`config.mk`:
```
export PLATFORM = sky130hd
export DESIGN_NAME = twobit_compare_sequencer_flat
export DESIGN_NICKNAME = d
export VERILOG_FILES = /design/src/rtl/twobit_compare_sequencer_if.sv /design/src/rtl/twobit_compare_sequencer.sv /design/src/flat_wrapper.sv
export SDC_FILE = /design/constraint.sdc
export NUM_CORES = 1
export LEC_CHECK = 0
export CAP_MARGIN = 30
export CORE_MARGIN = 5
export CORE_UTILIZATION = 60
export CTS_BUF_LIST = sky130_fd_sc_hd__clkbuf_16
export CTS_CLUSTER_DIAMETER = 30
export DETAILED_ROUTE_END_ITERATION = 7
export DONT_BUFFER_PORTS = 1
export PLACE_DENSITY_LB_ADDON = 0.15
export REMOVE_ABC_BUFFERS = 1
export SETUP_SLACK_MARGIN = 0.05
export SLEW_MARGIN = 5
export SYNTH_ARGS = -nofsm -noshare
export SYNTH_HDL_FRONTEND = slang
export SYNTH_SLANG_ARGS = --single-unit
```
`constraint.sdc`:
```
create_clock -name InClk -period 2.05 [get_ports InClk]
set_input_delay 0.615 -clock InClk [delete_from_list [all_inputs] [get_ports InClk]]
set_output_delay 0.615 -clock InClk [all_outputs]
set_load 0.1 [all_outputs]
```
`src/rtl/twobit_compare_sequencer_if.sv`:
```
// Requester handshake plus comparator slice bus for twobit_compare_sequencer.
interface twobit_compare_sequencer_if #(
  parameter int unsigned WIDTH = 8
);
  logic             InStart;
  logic [WIDTH-1:0] InA;
  logic [WIDTH-1:0] InB;
  logic [1:0]       OutCmpA;
  logic [1:0]       OutCmpB;
  logic             InCmpGT;
  logic             InCmpEQ;
  logic             InCmpLT;
  logic             OutBusy;
  logic             OutDone;
  logic             OutGT;
  logic             OutEQ;
  logic             OutLT;
  logic             OutErr;

  // Sequencer view.
  modport slave (
    input  InStart, InA, InB, InCmpGT, InCmpEQ, InCmpLT,
    output OutCmpA, OutCmpB, OutBusy, OutDone, OutGT, OutEQ, OutLT, OutErr
  );

  // Requester/comparator environment view.
  modport master (
    output InStart, InA, InB, InCmpGT, InCmpEQ, InCmpLT,
    input  OutCmpA, OutCmpB, OutBusy, OutDone, OutGT, OutEQ, OutLT, OutErr
  );
endinterface

```
`src/rtl/twobit_compare_sequencer.sv`:
```
// Drives a shared 2-bit comparator slice by slice (MSB first) to compare two
// WIDTH-bit unsigned operands, stopping at the first unequal slice.
module twobit_compare_sequencer #(
  parameter int unsigned WIDTH = 8
) (
  input  logic                       InClk,
  input  logic                       InRstN,
  twobit_compare_sequencer_if.slave  bus
);
  localparam int unsigned NSLICE = WIDTH / 2;
  localparam int unsigned IW     = (NSLICE > 1) ? $clog2(NSLICE) : 1;

  typedef enum logic [1:0] {
    IDLE    = 2'd0,
    COMPARE = 2'd1,
    DONE    = 2'd2
  } state_t;

  state_t           state;
  logic [IW-1:0]    idx;
  logic [IW-1:0]    idx_dn;
  logic [WIDTH-1:0] op_a;
  logic [WIDTH-1:0] op_b;
  logic [1:0]       cmp_a;
  logic [1:0]       cmp_b;
  logic             busy;
  logic             done;
  logic             gt;
  logic             eq;
  logic             lt;
  logic             err;
  logic [2:0]       resp;
  logic [1:0]       slc_a [NSLICE];
  logic [1:0]       slc_b [NSLICE];

  // Split the captured operands into 2-bit slices for indexed selection.
  for (genvar i = 0; i < NSLICE; i++) begin : g_slice
    assign slc_a[i] = op_a[2*i+1:2*i];
    assign slc_b[i] = op_b[2*i+1:2*i];
  end

  // Next slice index and packed comparator response.
  always_comb begin
    idx_dn = idx - IW'(1);
    resp   = {bus.InCmpGT, bus.InCmpEQ, bus.InCmpLT};
  end

  // Sequencing FSM with registered slice drive and results.
  always_ff @(posedge InClk or negedge InRstN) begin
    if (!InRstN) begin
      state <= IDLE;
      idx   <= IW'(NSLICE - 1);
      op_a  <= '0;
      op_b  <= '0;
      cmp_a <= '0;
      cmp_b <= '0;
      busy  <= 1'b0;
      done  <= 1'b0;
      gt    <= 1'b0;
      eq    <= 1'b0;
      lt    <= 1'b0;
      err   <= 1'b0;
    end else begin
      case (state)
        IDLE: begin
          if (bus.InStart) begin
            op_a  <= bus.InA;
            op_b  <= bus.InB;
            idx   <= IW'(NSLICE - 1);
            cmp_a <= bus.InA[WIDTH-1 -: 2];
            cmp_b <= bus.InB[WIDTH-1 -: 2];
            gt    <= 1'b0;
            eq    <= 1'b0;
            lt    <= 1'b0;
            err   <= 1'b0;
            busy  <= 1'b1;
            state <= COMPARE;
          end
        end
        COMPARE: begin
          case (resp)
            3'b100: begin
              gt    <= 1'b1;
              done  <= 1'b1;
              state <= DONE;
            end
            3'b001: begin
              lt    <= 1'b1;
              done  <= 1'b1;
              state <= DONE;
            end
            3'b010: begin
              if (idx == '0) begin
                eq    <= 1'b1;
                done  <= 1'b1;
                state <= DONE;
              end else begin
                idx   <= idx_dn;
                cmp_a <= slc_a[idx_dn];
                cmp_b <= slc_b[idx_dn];
              end
            end
            default: begin
              err   <= 1'b1;
              done  <= 1'b1;
              state <= DONE;
            end
          endcase
        end
        DONE: begin
          done  <= 1'b0;
          busy  <= 1'b0;
          state <= IDLE;
        end
        default: begin
          done  <= 1'b0;
          busy  <= 1'b0;
          state <= IDLE;
        end
      endcase
    end
  end

  assign bus.OutCmpA = cmp_a;
  assign bus.OutCmpB = cmp_b;
  assign bus.OutBusy = busy;
  assign bus.OutDone = done;
  assign bus.OutGT   = gt;
  assign bus.OutEQ   = eq;
  assign bus.OutLT   = lt;
  assign bus.OutErr  = err;
endmodule

```
`src/flat_wrapper.sv`:
```
// flat-port wrapper written by rule: the top's interface ports become plain ports
module twobit_compare_sequencer_flat 
#(
  parameter int unsigned WIDTH = 8
)
  (InClk, InRstN, bus_InStart, bus_InA, bus_InB, bus_InCmpGT, bus_InCmpEQ, bus_InCmpLT, bus_OutCmpA, bus_OutCmpB, bus_OutBusy, bus_OutDone, bus_OutGT, bus_OutEQ, bus_OutLT, bus_OutErr);
  twobit_compare_sequencer_if #(.WIDTH(WIDTH)) bus_i ();
  input  logic InClk;
  input  logic InRstN;
  input wire logic [$bits(bus_i.InStart)-1:0] bus_InStart;
  input wire logic [$bits(bus_i.InA)-1:0] bus_InA;
  input wire logic [$bits(bus_i.InB)-1:0] bus_InB;
  input wire logic [$bits(bus_i.InCmpGT)-1:0] bus_InCmpGT;
  input wire logic [$bits(bus_i.InCmpEQ)-1:0] bus_InCmpEQ;
  input wire logic [$bits(bus_i.InCmpLT)-1:0] bus_InCmpLT;
  output wire logic [$bits(bus_i.OutCmpA)-1:0] bus_OutCmpA;
  output wire logic [$bits(bus_i.OutCmpB)-1:0] bus_OutCmpB;
  output wire logic [$bits(bus_i.OutBusy)-1:0] bus_OutBusy;
  output wire logic [$bits(bus_i.OutDone)-1:0] bus_OutDone;
  output wire logic [$bits(bus_i.OutGT)-1:0] bus_OutGT;
  output wire logic [$bits(bus_i.OutEQ)-1:0] bus_OutEQ;
  output wire logic [$bits(bus_i.OutLT)-1:0] bus_OutLT;
  output wire logic [$bits(bus_i.OutErr)-1:0] bus_OutErr;
  assign bus_i.InStart = bus_InStart;
  assign bus_i.InA = bus_InA;
  assign bus_i.InB = bus_InB;
  assign bus_i.InCmpGT = bus_InCmpGT;
  assign bus_i.InCmpEQ = bus_InCmpEQ;
  assign bus_i.InCmpLT = bus_InCmpLT;
  assign bus_OutCmpA = bus_i.OutCmpA;
  assign bus_OutCmpB = bus_i.OutCmpB;
  assign bus_OutBusy = bus_i.OutBusy;
  assign bus_OutDone = bus_i.OutDone;
  assign bus_OutGT = bus_i.OutGT;
  assign bus_OutEQ = bus_i.OutEQ;
  assign bus_OutLT = bus_i.OutLT;
  assign bus_OutErr = bus_i.OutErr;
  twobit_compare_sequencer #(.WIDTH(WIDTH)) u_core (.InClk(InClk), .InRstN(InRstN), .bus(bus_i));
endmodule
```
Yosys cells after proc, flatten, opt, wreduce, memory -nomap -nowiden
Cells that the tools add are included.
- bits of input ports: 22
- register bits: 30
- word-level logic and storage cells: 78
- equal/unequal tests: 12
- reduce and logical (&&, ||, !) cells: 13
- bitwise gates (word level): 3
- $add $sub $neg: 1
- magnitude comparators: 1
- muxes and demuxes: 36
- operators by type and width (operator ; number):
    two-way mux 2 bit ; 16
    one-hot mux 2 bit (2 select lines) ; 4
    one-hot mux 1 bit (2 select lines) ; 6
    != test 2 bit, second input constant ; 5
    AND reduction 3 bit ; 3
    binary-select mux 2 bit (select 2 bit) ; 2
    two-way mux 1 bit ; 8
    AND reduction 2 bit ; 4
    AND reduction 4 bit ; 2
    logical NOT 2 bit ; 2
    != test 2 x 1 -> 1 bit, second input constant ; 2
    equality test 3 x 1 -> 1 bit, second input constant ; 1
    equality test 3 x 2 -> 1 bit, second input constant ; 1
    equality test 3 bit, second input constant ; 1
    >= comparator 3 bit, second input constant ; 1
    != test 3 x 2 -> 1 bit, second input constant ; 1
    inverter 2 -> 3 bit ; 1
    OR reduction 3 bit ; 1
    equality test 2 x 1 -> 1 bit, second input constant ; 1
    inverter 1 bit ; 2
    nonzero test 2 bit ; 1
    subtractor 2 x 1 -> 2 bit, second input constant ; 1

Longest topological paths before layout
Gate-level depths: netlist of run 1.
- depth after elaboration: 8
- gate-level depth with buffers: 6
- depth with buffers taken out: 5

Least setup slack after synthesis of run 1
No wires, ideal clock.
- kind: register to register
- from: register u_core.idx[0]
- to: register u_core.cmp_b[0], in the netlist u_core.bus.OutCmpB[0]
- buffers on the path: 1
- path slack: 209 ps
- data required time: 1923 ps
- stages on the path, launching flop included: 7
- arrival: 1714 ps
- cell sequence: dfstp_2 buf_6 inv_1 ha_1 mux4_2 and3_1 a221o_1
- word-level cells in the longest chain between the ends: 8
- elaborated cells on any way between the ends: 11
- ends and longest elaborated chain (item ; RTL line ; text):
    from (decl) ; twobit_compare_sequencer.sv:20 ; logic [IW-1:0] idx;
    from (signal assigned) ; twobit_compare_sequencer.sv:52 ; idx <= IW'(NSLICE - 1);
    from (signal assigned) ; twobit_compare_sequencer.sv:69 ; idx <= IW'(NSLICE - 1);
    from (signal assigned) ; twobit_compare_sequencer.sv:98 ; idx <= idx_dn;
    subtractor 2 x 1 -> 2 bit ; twobit_compare_sequencer.sv:44 ; idx_dn = idx - IW'(1);
    inverter 2 -> 3 bit (implied by the code) ; twobit_compare_sequencer.sv:100 ; cmp_b <= slc_b[idx_dn];
    binary-select mux 2 bit (select 2 bit) ; twobit_compare_sequencer.sv:100 ;
    two-way mux 2 bit (implied by the code) (2 in a row) ; twobit_compare_sequencer.sv:100 ;
    two-way mux 2 bit ; twobit_compare_sequencer.sv:93 ; if (idx == '0) begin
    two-way mux 2 bit ; twobit_compare_sequencer.sv:81 ; case (resp)
    one-hot mux 2 bit (2 select lines) ; twobit_compare_sequencer.sv:64 ; case (state)
    to (signal assigned) ; twobit_compare_sequencer.sv:71 ; cmp_b <= bus.InB[WIDTH-1 -: 2];
    to (signal assigned) ; twobit_compare_sequencer.sv:100 ;
    to (decl) ; twobit_compare_sequencer.sv:25 ; logic [1:0] cmp_b;
Several ways; a longest one is shown, not always the timed one. The select of a mux whose other input is x is not followed.
A chain may end at the register's enable or synchronous reset.

Worst setup path after layout of run 1
- from: register u_core.idx[0]
- to: register u_core.cmp_b[1], in the netlist u_core.bus.OutCmpB[1]
Same word-level chain as after synthesis.

==> flow_results.org, run 1 <==
** Outcome
- The run finished with clean final reports.

** Routing
- The detailed router finished its first iteration with 16 violations.
- Average via count per standard cell :: a little over 6
- Pre-Repair DR Iteration Count :: 6
- In the final routed layout, each cell accounts on average for about 18 um.
- Once detail routing completed, the nets flagged for antenna violations numbered 0.
- The final layout contains routed wiring with a total length of 2360 um.
- Vias after detailed routing :: 813
- In the routed design, unresolved DRC markers number 0.

** Clocking
- Quantity of gates resized following cts :: 0
- Post-CTS Repair Setup Buffers :: 0
- Clk pin slew, worst setup/hold paths :: approximately 50 ps
- TritonCTS created 5 clock buffers.
- Post-CTS Hold Fix Bufs :: 0
- The later pin in the worst-skew pair is clocked with a latency of ~270 ps.
- CTS tree :: built
- Counting along the longest clock path gives a buffer depth of 2.
- The H-tree generated during clock tree synthesis spans 2 levels.
- # clock sinks :: 30
- Library cell used as clock root buffer :: sky130_fd_sc_hd__clkbuf_16

** Critical path
- The worst register-to-register path begins at u_core.idx[0].
- Setup Crit Path Kind :: reg2reg
- Data on the critical path is required at its endpoint by 2200 ps.
- Walking the worst path, the cells encountered are inv_1, ha_1, nor4b_4, a21oi_2, a221o_1.
- The largest single stage delay on the critical path is 530 ps.
- Flop-to-flop setup slack :: around 170 ps
- For the worst flop-to-flop path, the logic depth is 5.
- STA classifies the critical path startpoint as a register.
- Cell depth of the worst setup path :: 5
- Crit path buffers/inverters :: 1
- CP arrival :: just over 2000 ps
- Start point of the critical path :: u_core.idx[0]
- The largest individual stage delay along the critical path comes from the cell sky130_fd_sc_hd__dfstp_2.
- STA classifies the critical path endpoint as a register.
- Endpoint of the worst register-to-register path :: u_core.bus.OutCmpB[1]
- Maximum fanout along the worst path :: 6
- Broken down by cell family, the worst path's largest delay share belongs to compound AO/OA/AOI/OAI gates.

** Floorplan
- 32 I/O pins were placed.
- Width of the die :: 57.4 um
- The floorplan step defined a die boundary enclosing 0.00330 mm^2.
- The initialized floorplan defines 17 standard-cell rows.
- Die span in y :: between 50 and 60 um
- The core region is 0.00217 mm^2.
- Initial Util :: a little over 60%

** Yosys
- By area the synthesized netlist is led by sky130_fd_sc_hd__dfrtp_1 (52%), sky130_fd_sc_hd__mux2_2 (11%), sky130_fd_sc_hd__mux4_1 (5.8%).
- Synthesis inferred 30 register bits.
- Counting every instance in the synthesized netlist gives 96.
- For this run, the register share of the synthesized area comes to a little under three fifths.
- During synthesis, Yosys emitted a total of 0 warnings.
- Library cells used by synthesis :: 30
- Of all cell types, the one taking the most synthesized area is sky130_fd_sc_hd__dfrtp_1.
- Syn_area_per_cell :: roughly 14 um^2
- Summed over its instances, the top area cell type makes up between 50% and 60% of the synthesized netlist area.
- Summed instance area of the synthesized netlist :: 0.00135 mm^2

** Cells and area
- In the layout the commonest cells are sky130_fd_sc_hd__dfrtp_1 (28), sky130_fd_sc_hd__mux2_2 (13), sky130_fd_sc_hd__inv_1 (9).
- Post-Route Utilization :: 70.9%
- At the end of the flow, the number of nets in the layout was about 130.
- Post-route non-filler standard cell count :: about 130
- Most common cell after layout, fill and taps aside :: sky130_fd_sc_hd__dfrtp_1
- Post-route standard cell area excluding fillers :: 0.00154 mm^2
- Share of layout cells above drive strength 1 :: a little under 30%
- Area growth from synthesis to layout :: 14.1%
- The number of antenna diodes in the final layout is 0.

** Place
- Post-detailed-placement half-perimeter wirelength :: approximately 1700 um
- Port buffering added 0 buffers.
- Pre-CTS WS :: slightly below 200 ps
- Once placement completed, the tool counted placed cells totaling between 100 and 150.
- Cell area after placement :: roughly 0.0014 mm^2
- The congestion estimate from routability-driven global placement came to ~0.8.

** STA
- Worst clock skew :: roughly 7.0 ps
- Setup repair after global routing left no endpoint under its margin.
- Fin crit period :: roughly 1900 ps
- Final cycle utilization of the critical path :: between 90% and 100%
- The number of slew-limit violations in the final report was 0.
- Number of failing setup endpoints in the final timing report :: 0
- Setup slack after layout :: between 150 and 200 ps
- Transition time at the pin with the least slew margin :: approximately 920 ps
- The number of hold violations in the final report was 0.
- Smallest hold slack :: around 38 ps
- Total negative setup slack :: 0 ps
- Static timing analysis puts the maximum clock frequency at roughly 530 MHz.
- The worst pin sits at a relative slew slack of between 30% and 40%.

** Global routing
- In the global route stage, met1 resource usage came out at between 10% and 20%.
- Wire length of the first global-routing pass :: between 4000 and 5000 um
- Via count of the first global-routing pass :: between 800 and 900
- GRT Resource Usage Total :: between 10% and 20%
- Met3 usage :: 8.60%
- Entering global routing, the biggest net connects 31 pins.
- Global route hottest layer :: met2
- In the global route stage, met2 resource usage came out at 26.1%.
- Total congestion overflow after global routing :: 0
- Initial antenna violation count :: 0

** Power
- LEAKAGE :: 0.722 nW
- Total power per unit cell area :: around 1500 mW/mm^2
- Sum of internal, switching and leakage power :: between 2 and 2.5 mW
- Worst IR drop on VDD :: roughly 0.96 mV

** Run
- The tool flagged a number of max-cap violations equal to 0.

** Hold path
- The worst hold path belongs to the class in2async.
where the power goes:
| group | total (mW) | internal (mW) | switching [mW] |
|---|---|---|---|
| Sequential | 1.11 | 0.762 | 0.345 |
| Clock | 0.645 | 0.430 | 0.215 |
| Combinational | 0.565 | 0.252 | 0.313 |
final cells by class:
type / count / area (um^2)
clock buffers: 5 / 125
clock inverters: 2 / 7.51
fillers: 164 / 631
inverters: 7 / 26.3
multi-input cells: 56 / 547
flip-flops and latches: 30 / 753
well taps: 28 / 35.0
repair buffers: 6 / 45.0
synthesized netlist by cell type:
library cell	count
sky130_fd_sc_hd__nor3b_4	1
sky130_fd_sc_hd__a221o_1	4
sky130_fd_sc_hd__a22o_1	1
sky130_fd_sc_hd__mux2i_1	1
sky130_fd_sc_hd__a21oi_1	4
sky130_fd_sc_hd__a31oi_1	1
sky130_fd_sc_hd__or2_2	1
sky130_fd_sc_hd__clkbuf_1	1
sky130_fd_sc_hd__a41oi_1	1
sky130_fd_sc_hd__nor2b_1	2
sky130_fd_sc_hd__nand2b_1	2
sky130_fd_sc_hd__mux4_2	1
sky130_fd_sc_hd__a21oi_2	1
sky130_fd_sc_hd__nor2_1	4
sky130_fd_sc_hd__xor2_1	1
sky130_fd_sc_hd__ha_1	1
sky130_fd_sc_hd__nor4b_4	1
sky130_fd_sc_hd__buf_6	1
sky130_fd_sc_hd__a32o_1	1
sky130_fd_sc_hd__a21o_1	3
sky130_fd_sc_hd__and2_1	4
sky130_fd_sc_hd__a211oi_1	1
sky130_fd_sc_hd__mux4_1	3
sky130_fd_sc_hd__mux2_2	13
sky130_fd_sc_hd__and3_1	1
sky130_fd_sc_hd__inv_1	7
sky130_fd_sc_hd__buf_4	1
sky130_fd_sc_hd__dfstp_2	2
sky130_fd_sc_hd__o21ai_0	3
sky130_fd_sc_hd__dfrtp_1	28
registers in the layout, indices dropped and copies added, names as in the netlist:
signal	flops
u_core.op_a	8
u_core.op_b	8
u_core.bus.OutCmpA	2
u_core.bus.OutCmpB	2
u_core.idx	2
u_core.state	2
u_core.bus.OutBusy	1
u_core.bus.OutDone	1
u_core.bus.OutEQ	1
u_core.bus.OutErr	1
u_core.bus.OutGT	1
u_core.bus.OutLT	1
routing by layer:
layer,vias to the layer above,part of all wire (%),wire [um]
met5,-,0,0
met4,0,0.72,17
met3,2,7.6,180
met2,22,50,1170
met1,419,42,984
li1,370,-,-
kinds of logic after synthesis:
logic type	count (synthesis)	share of synthesized area (%)
compound gates	20	10.9
xor+xnor	1	0.649
fa+ha+maj	1	0.927
buf+inv	10	3.62
flops	30	55.8
mux	18	19.1
simple gates	16	8.90
worst max path at each step:
stage | slack, ps | to
5_1_grt | 80 | u_core.bus.OutCmpB[1]
6_report | 170 | u_core.bus.OutCmpB[1]
3_5_place_dp | 200 | u_core.bus.OutCmpA[0]
2_1_floorplan | 240 | u_core.bus.OutCmpB[0]
4_1_cts | 170 | u_core.bus.OutCmpB[1]
3_3_place_gp | 230 | u_core.bus.OutCmpA[0]
Power figures use the tool's default switching activity.
==> run 2: changes to the inputs <==
ABC_AREA = 1   (was unset)
CORE_UTILIZATION = 61   (was 60)
GPL_ROUTABILITY_DRIVEN = 0   (was unset)
==> run 2 against run 1 <==
- clock skew down 2.1 ps
- fmax increased by 14%
- area after synthesis rose by 7.4%
- wire length grew 31%
- setup slack improved by 230 ps
- global-route usage rose by 3.5 points
- final cell count is 63% higher
- critical path depth up 2
- via count is 42% higher
- combinational power rose to 2.6 times the previous value
- final area up 7.4%
- critical endpoint is now u_core.bus.OutCmpA[1]
==> flow_results.org, run 2 <==
** Yosys
- Post-synth top flop :: sky130_fd_sc_hd__dfrtp_1
- Post-synthesis sequential area ratio :: between 50 and 60%
- Syn_area_per_cell :: just over 8 um^2
- Yosys reg bits :: 30
- Summed instance area of the synthesized netlist :: roughly 0.0014 mm^2
- Synthesis produced a netlist whose cell count is about 180.
- Most frequent cells after synthesis :: sky130_fd_sc_hd__nand2_1 (53), sky130_fd_sc_hd__dfrtp_1 (28), sky130_fd_sc_hd__inv_1 (27)
- Counting flops with an async set or reset pin after synthesis yields a share of between 90% and 100%.
- YS warnings :: 0
- Counting flops with a built-in enable in the synthesized netlist gives 0.
- Leading post-synthesis cells by cell area :: sky130_fd_sc_hd__dfrtp_1 (48%), sky130_fd_sc_hd__nand2_1 (14%), sky130_fd_sc_hd__nand3_1 (7.9%)
- Yosys top cell area share :: approximately half
- In the post-synthesis netlist, the cell with the most instances is sky130_fd_sc_hd__nand2_1.
- Yosys mapped the design onto 19 distinct sky130hd cell types.
- Cell type contributing the most total cell area after synthesis :: sky130_fd_sc_hd__dfrtp_1

** Power
- Sequential cells account for 30.4% of the total power.
- Power share of the clock group :: 21.7%
- Relative contribution of combinational cells to total power :: 47.9%
- Net switching is 47.6% of the power.
- Worst IR drop on VDD :: between 1 and 1.5 mV
- Total power per unit cell area :: 1860 mW/mm^2
- LEAKAGE :: around 0.91 nW
- Sw Pwr :: between 1 and 1.5 mW
- The internal portion of the total power is 1.61 mW.

** Routing
- Wire length after detailed routing :: between 3000 and 4000 um
- Remaining DRCs :: 0
- Detailed-route wire length per cell :: 14.1 um
- For this block, the via count after detailed routing is 1155.
- The pre-antenna-repair detailed-routing pass consisted of 5 iterations.
- The count of nets left with antenna violations once routing finished came out at 0.
- For this block, the initial DRC count from the detailed router was roughly 60.
- Dividing the detail-routed via count by the number of cells gives 5.27.

** Floorplan
- Core region area :: roughly 0.0022 mm^2
- Row generation in the floorplan step produced 17 rows.
- The floorplan step defined a die boundary enclosing approximately 0.0034 mm^2.
- The die is slightly below 60 um tall.
- The floorplan step set the die width to 58.7 um.
- 32 I/O pins were placed.
- Once the floorplan was initialized, standard cells occupied about 65% of the core.

** STA
- FMAX :: ~600 MHz
- Headroom to the max-slew limit came out at between 70% and 80%.
- Total negative setup slack :: 0 ps
- The number of hold violations in the final report came to 0.
- At the pin with the least slew margin, the transition time is roughly 380 ps.
- Final cycle utilization of the critical path :: approximately four fifths
- Setup violations remaining at the end of the flow were counted as 0.
- Number of max-slew violations in the final report :: 0
- The worst path in the final design needs a cycle of 1650 ps, including I/O delays and setup.
- Between clock sinks in the finished design, the worst skew comes to just under 5 ps.
- Setup repair after global routing left no endpoint under its margin.

** Global routing
- The total overflow left after global routing is 0.
- Wire length of the first global-routing pass :: 5150 um
- GRT Resource Usage Total :: roughly a fifth
- The initial antenna violation count came to 0.
- The number of global-route vias before repair came to between 1000 and 1500.
- Entering global routing, the biggest net connects 31 pins.

** Cells and area
- Post-Route Utilization :: approximately three quarters
- The number of antenna diodes in the final layout is 0.
- Most common cell after layout, fill and taps aside :: sky130_fd_sc_hd__nand2_1
- Footprint of the flip-flops and latches :: 753 um^2
- Final Net Count :: between 200 and 250
- Area growth from synthesis to layout :: 14.1%
- Of the cells placed in the final design, the portion with a size suffix greater than 1 is between 15 and 20%.
- Fill count :: between 150 and 200
- In the final layout, the multi-input gates occupy just over 500 um^2.
- Largest regs :: u_core.op_a (8), u_core.op_b (8)
- Commonest cells after routing, fill and taps aside :: sky130_fd_sc_hd__nand2_1 (53), sky130_fd_sc_hd__inv_1 (28), sky130_fd_sc_hd__dfrtp_1 (28)

** Run
- Max-cap violations in this run came to 0.

** Outcome
- Outcome :: completed

** Hold path
- The tightest min-delay check is of the in2async type.

** Critical path
- The critical path in this run is classified as reg2reg.
- STA classifies the critical path endpoint as a register.
- R2R Path Start :: u_core.idx[0]
- Maximum fanout along the worst path :: 10
- Data required time of the worst path :: around 2300 ps
- CP arrival :: 1860 ps
- Startpoint class of the critical path :: register
- Start point of the critical path :: u_core.idx[0]

** Clocking
- Number of levels in the clock H-tree :: 2
- Post-CTS Repair Setup Buffers :: 0
- TritonCTS built the clock tree.
- In this run, CTS created clock tree buffers numbering 5.
- After clock tree synthesis, the clock-pin slew on the worst setup and hold paths is ~50 ps.
- CTS max path bufs :: 2
- Buffers inserted to repair hold after CTS numbered 0.
- # clock sinks :: 30
- Library cell used as clock root buffer :: sky130_fd_sc_hd__clkbuf_16
- Clock latency on the worst-skew pair, taken at its later pin, is between 200 and 300 ps.
- Quantity of gates resized following cts :: 0

** Place
- Detailed placement finished with a half-perimeter wire length of ~2200 um.
- Count of input and output buffers :: 0
-- run 2: cell count changes after synthesis, sizes merged, moves of 3 or more --
cell   previous run  this run
nand2             0        57
inv               7        33
nand3             0        26
o21ai             3        21
mux2             13         0
a21oi             5         1
a221o             4         0
and2              4         0
buf               2         6
mux4              4         0
a21o              3         0
-- run 2: path summary, 6_finish.rpt --
check | endpoint | slack [ps] | cells after the start
worst min-delay path | u_core.state[0] | 30 | 0
max in group asynchronous | u_core.idx[0] | 1850 | 0
min in group InClk | u_core.op_b[1] | 460 | 2
worst max-delay path | u_core.bus.OutCmpA[1] | 400 | 7
worst max register to register | u_core.bus.OutCmpA[1] | 400 | 7
worst min register to register | u_core.idx[1] | 490 | 2
-- run 2: power groups by stage --
stage | sequential (mW) | clock, mW | combinational [mW]
5_1_grt | 0.963 | 0.723 | 1.58
6_report | 0.935 | 0.670 | 1.47
4_1_cts | 0.938 | 0.682 | 1.48
2_1_floorplan | 1.54 | 0 | 0.538
3_3_place_gp | 0.931 | 0 | 1.43
3_5_place_dp | 0.942 | 0 | 1.46
-- run 2: metrics by stage --
step | cells | hold slack [ps] | cell area (um^2) | power [mW] | setup WS, ps
after floorplan | 172 | 319 | 1400 | 2.08 | 537
after global placement | 211 | 320 | 1520 | 2.36 | 520
after detailed placement | 211 | 320 | 1520 | 2.41 | 453
after CTS | 219 | 30.5 | 1650 | 3.10 | 423
after global routing | 219 | 22.7 | 1650 | 3.27 | 305
final | 219 | 33.4 | 1650 | 3.08 | 402
-- run 2: area by class of cell --
| cell class | instances | share of cell area, % |
|---|---|---|
| Sequential cell | 30 | 45.6 |
| Multi-Input combinational cell | 109 | 31.2 |
| Inverter | 33 | 7.80 |
| Clock buffer | 5 | 7.57 |
| Timing Repair Buffer | 11 | 5.00 |
| Tap cell | 28 | 2.12 |
| Clock inverter | 3 | 0.757 |
-- run 2: layer usage --
metal  global-route usage, %  vias up  wire length, um
li1                        -      576                -
met1                    25.5      526             1270
met2                    30.3       47             1480
met3                    8.99        6              277
met4                    6.15        0               42
met5                       0        -                0
-- run 2: critical path, stage by stage, from the launching register on --
cell	delay (ps)
sky130_fd_sc_hd__dfstp_2	640
sky130_fd_sc_hd__inv_4	90
sky130_fd_sc_hd__ha_1	360
sky130_fd_sc_hd__inv_1	170
sky130_fd_sc_hd__nand3_1	110
sky130_fd_sc_hd__nand3_1	80
sky130_fd_sc_hd__nand3_1	80
sky130_fd_sc_hd__nand2_1	60
-- run 2: cells by family (layout without fill, tap and decap cells) --
kind of cell	count (synthesis)	in the layout	synth area share, %
AOI/OAI and AO/OA	22	22	7.60
adders and majority gates	1	1	0.863
buffers and inverters	39	52	12.4
DFF	30	30	52.0
and+or+nand+nor	86	86	27.1
==> run 3: changes to the inputs <==
CORE_UTILIZATION = 55   (was 61)
clock period = 1.4 ns   (was 2.05 ns; I/O delays follow)
==> run 3 against run 2 <==
- power increased by 52%
- setup slack worse by 320 ps
- first-iteration DRC count shrank 43%
- combinational power up 61%
- critical endpoint is now u_core.bus.OutCmpB[1]
- final cell count rose by 3.7%
- final area up 6.1%
- clock skew is essentially flat
- count of clock-buffer cells in the layout unchanged
- sequential share of layout area shrank 2.6 points
- wire length is 4.3% lower
==> flow_results.org, run 3 (synthesis gave the netlist of run 2 again) <==
** Power
- Total power per unit cell area :: between 2000 and 3000 mW/mm^2
- Relative contribution of sequential cells to total power :: 28.7%
- The internal power of the cells totals 2.51 mW.
- Sum of internal, switching and leakage power :: about 4.7 mW
- Of the total power, combinational logic draws about half.
- Worst IR drop on VDD :: around 2.3 mV
- Sw Pwr :: ~2.2 mW
- LEAKAGE :: approximately 0.94 nW
- In this run switching power makes up between 40% and 50% of total power.
- Power share of the clock group :: between 20% and 30%

** Place
- Buffers placed on the I/O ports in this run total 0.
- Pre-CTS WS :: -30.3 ps
- Post-detailed-placement half-perimeter wirelength :: approximately 2200 um

** Routing
- Across all layers, the routed design uses around 1100 vias.
- Post-detailed-route count of antenna-violating nets :: 0
- Wire length after detailed routing :: ~3000 um
- For this run, design rule violations remaining after detail routing come to 0.
- Met3 routed WL :: 249 um
- In the detailed route, the total length drawn on met2 is 1390 um.
- In this run, the number of DRC markers left after iteration 0 of detailed routing was 35.
- Top routing layer in use :: met4
- For this run, the detailed router's first-pass iteration total came to 4.
- After detailed routing, the number of vias per cell comes to between 4 and 5.
- Detailed-route wire length per cell :: about 13 um
- In the final routing, the length of wire on met1 measures between 1000 and 1500 um.

** Global routing
- Total congestion overflow after global routing :: 0
- Wire length of the first global-routing pass :: around 4800 um
- The number of global-route vias before repair is between 1000 and 1500.
- GRT Resource Usage Total :: ~18%
- The initial antenna violation count was 0.
- Entering global routing, the biggest net connects 31 pins.

** STA
- Relative max-transition margin :: roughly four fifths
- Number of max-slew violations in the final report :: 0
- Smallest hold slack :: around 270 ps
- RSZ-0062 raised after global routing :: true
- Across the routed clock network, the largest skew measured is 4.90 ps.
- After layout, the worst setup slack is 80.9 ps.
- The number of hold violations in the final report was 0.
- After layout, the minimum clock period comes to 1320 ps.
- At the pin with the least slew margin, the transition time is between 300 and 400 ps.
- Total negative setup slack :: 0 ps
- Setup violations remaining at the end of the flow were counted as 0.
- Static timing analysis puts the maximum clock frequency at 758 MHz.
- After layout, the worst path uses between 90% and 100% of the clock period.

** Cells and area
- Once layout is complete, the utilization of the core stands at between 70% and 80%.
- The largest registers in the layout are u_core.op_a (8), u_core.op_b (8).
- Footprint of the multi-input gates :: 538 um^2
- Fill count :: ~210
- Diode insertion count for antenna repair :: 0
- Share of layout cells above drive strength 1 :: 20.8%
- Footprint of the flip-flops and latches :: about 750 um^2
- The library cell used most frequently in the layout, excluding fill and tap cells, is sky130_fd_sc_hd__nand2_1.
- Area growth from synthesis to layout :: 21.1%
- Commonest cells after routing, fill and taps aside :: sky130_fd_sc_hd__nand2_1 (53), sky130_fd_sc_hd__dfrtp_1 (28), sky130_fd_sc_hd__inv_1 (25)
- In the final design database the tool counted about 220 nets.

** Clocking
- Clk Latency, worst-skew pair :: ~270 ps
- # clock sinks :: 30
- The H-tree was split into 2 levels.
- CTS buffer count :: 5
- Library cell used as clock root buffer :: sky130_fd_sc_hd__clkbuf_16
- CTS max path bufs :: 2
- CTS tree :: built
- Clk pin slew, worst setup/hold paths :: 50 ps

** Critical path
- Startpoint class of the critical path :: register
- STA classifies the critical path endpoint as a register.
- Data required time of the worst path :: 1560 ps
- Setup Crit Path Kind :: reg2reg
- Data arrives at the worst endpoint at 1480 ps.
- Maximum fanout along the worst path :: 5

** Floorplan
- In this run the count of I/O pins placed on the die edge is 32.
- # rows :: 18
- For this configuration, the core starts out at a cell density of between 50% and 60%.
- From bottom edge to top edge, the die measures ~60 um.
- From left edge to right edge, the die measures 61.3 um.
- Total die area :: 0.00376 mm^2
- The core region is 0.00250 mm^2.

** Hold path
- Type of the most critical hold path :: in2reg

** Outcome
- The run finished with clean final reports.

** Run
- Across the run, the number of max-cap violations was 0.
run 3: changes by cell type in the layout (fill, tap and decap cells not counted):
cell                            change
sky130_fd_sc_hd__nor2_2             -1
sky130_fd_sc_hd__buf_12             +2
sky130_fd_sc_hd__inv_1              -3
sky130_fd_sc_hd__nand3_2            +1
sky130_fd_sc_hd__clkinv_2           -1
sky130_fd_sc_hd__dlygate4sd3_1      +1
sky130_fd_sc_hd__nor2_4             +1
sky130_fd_sc_hd__clkinv_1           +2
sky130_fd_sc_hd__inv_4              +2
sky130_fd_sc_hd__ha_1               -1
sky130_fd_sc_hd__buf_4              +3
sky130_fd_sc_hd__ha_4               +1
sky130_fd_sc_hd__nand3_1            -1
run 3: through the flow:
step | cells | area (um^2)
finish | 227 | 1750
detailed placement | 216 | 1550
CTS | 226 | 1740
floorplan | 172 | 1400
global placement | 216 | 1550
global route | 227 | 1750
run 3: path summary, 6_finish.rpt:
kind	end	cells past startpoint	startpoint	slack (ps)
max reg2reg	u_core.bus.OutCmpB[1]	7	u_core.idx[0]	80
max	u_core.bus.OutCmpB[1]	7	u_core.idx[0]	80
min reg2reg	u_core.op_b[6]	2	u_core.op_b[6]	490
max in group asynchronous	u_core.idx[1]	2	InRstN	560
min in group asynchronous	u_core.bus.OutCmpB[1]	2	InRstN	600
min	u_core.op_b[4]	2	bus_InB[4]	270
run 3: metal layers:
layer | vias up | GRT usage [%]
met3 | 7 | 6.50
met5 | - | 0
met4 | 0 | 7.12
met2 | 35 | 29.3
met1 | 501 | 21.1
li1 | 586 | -
run 3: repair_timing:
action | in CTS | in global routing
endpoints found under the setup margin | 6 | 18
buffers inserted | 0 | 1
pin swaps | 0 | 2
hold buffers | 2 | 0
hold endpoints to repair | 30 | 0
resized for setup | 2 | 6
run 3: final cells by class:
cell class	count	share of cell area, %
clock buffer	5	7.13
clock inverter	3	0.642
inverter	33	7.63
multi-input combinational	109	30.7
sequential	30	42.9
tap	30	2.14
timing repair buffer	17	8.84
run 3: power by group through the flow:
stage	clock [mW]	combinational, mW	sequential (mW)
after global routing	1.03	2.56	1.38
after floorplan	0	0.787	2.26
after CTS	0.989	2.32	1.34
after global placement	0	2.19	1.36
after detailed placement	0	2.22	1.36
final	0.976	2.37	1.35
run 3: critical path, cell delays in order, from the launching register on:
cell and delay [ps]:
sky130_fd_sc_hd__dfstp_2 550, sky130_fd_sc_hd__inv_4 40, sky130_fd_sc_hd__ha_4 290, sky130_fd_sc_hd__inv_4 50
sky130_fd_sc_hd__nand3_2 60, sky130_fd_sc_hd__nand3_1 80, sky130_fd_sc_hd__nand3_1 90, sky130_fd_sc_hd__nand2_1 50
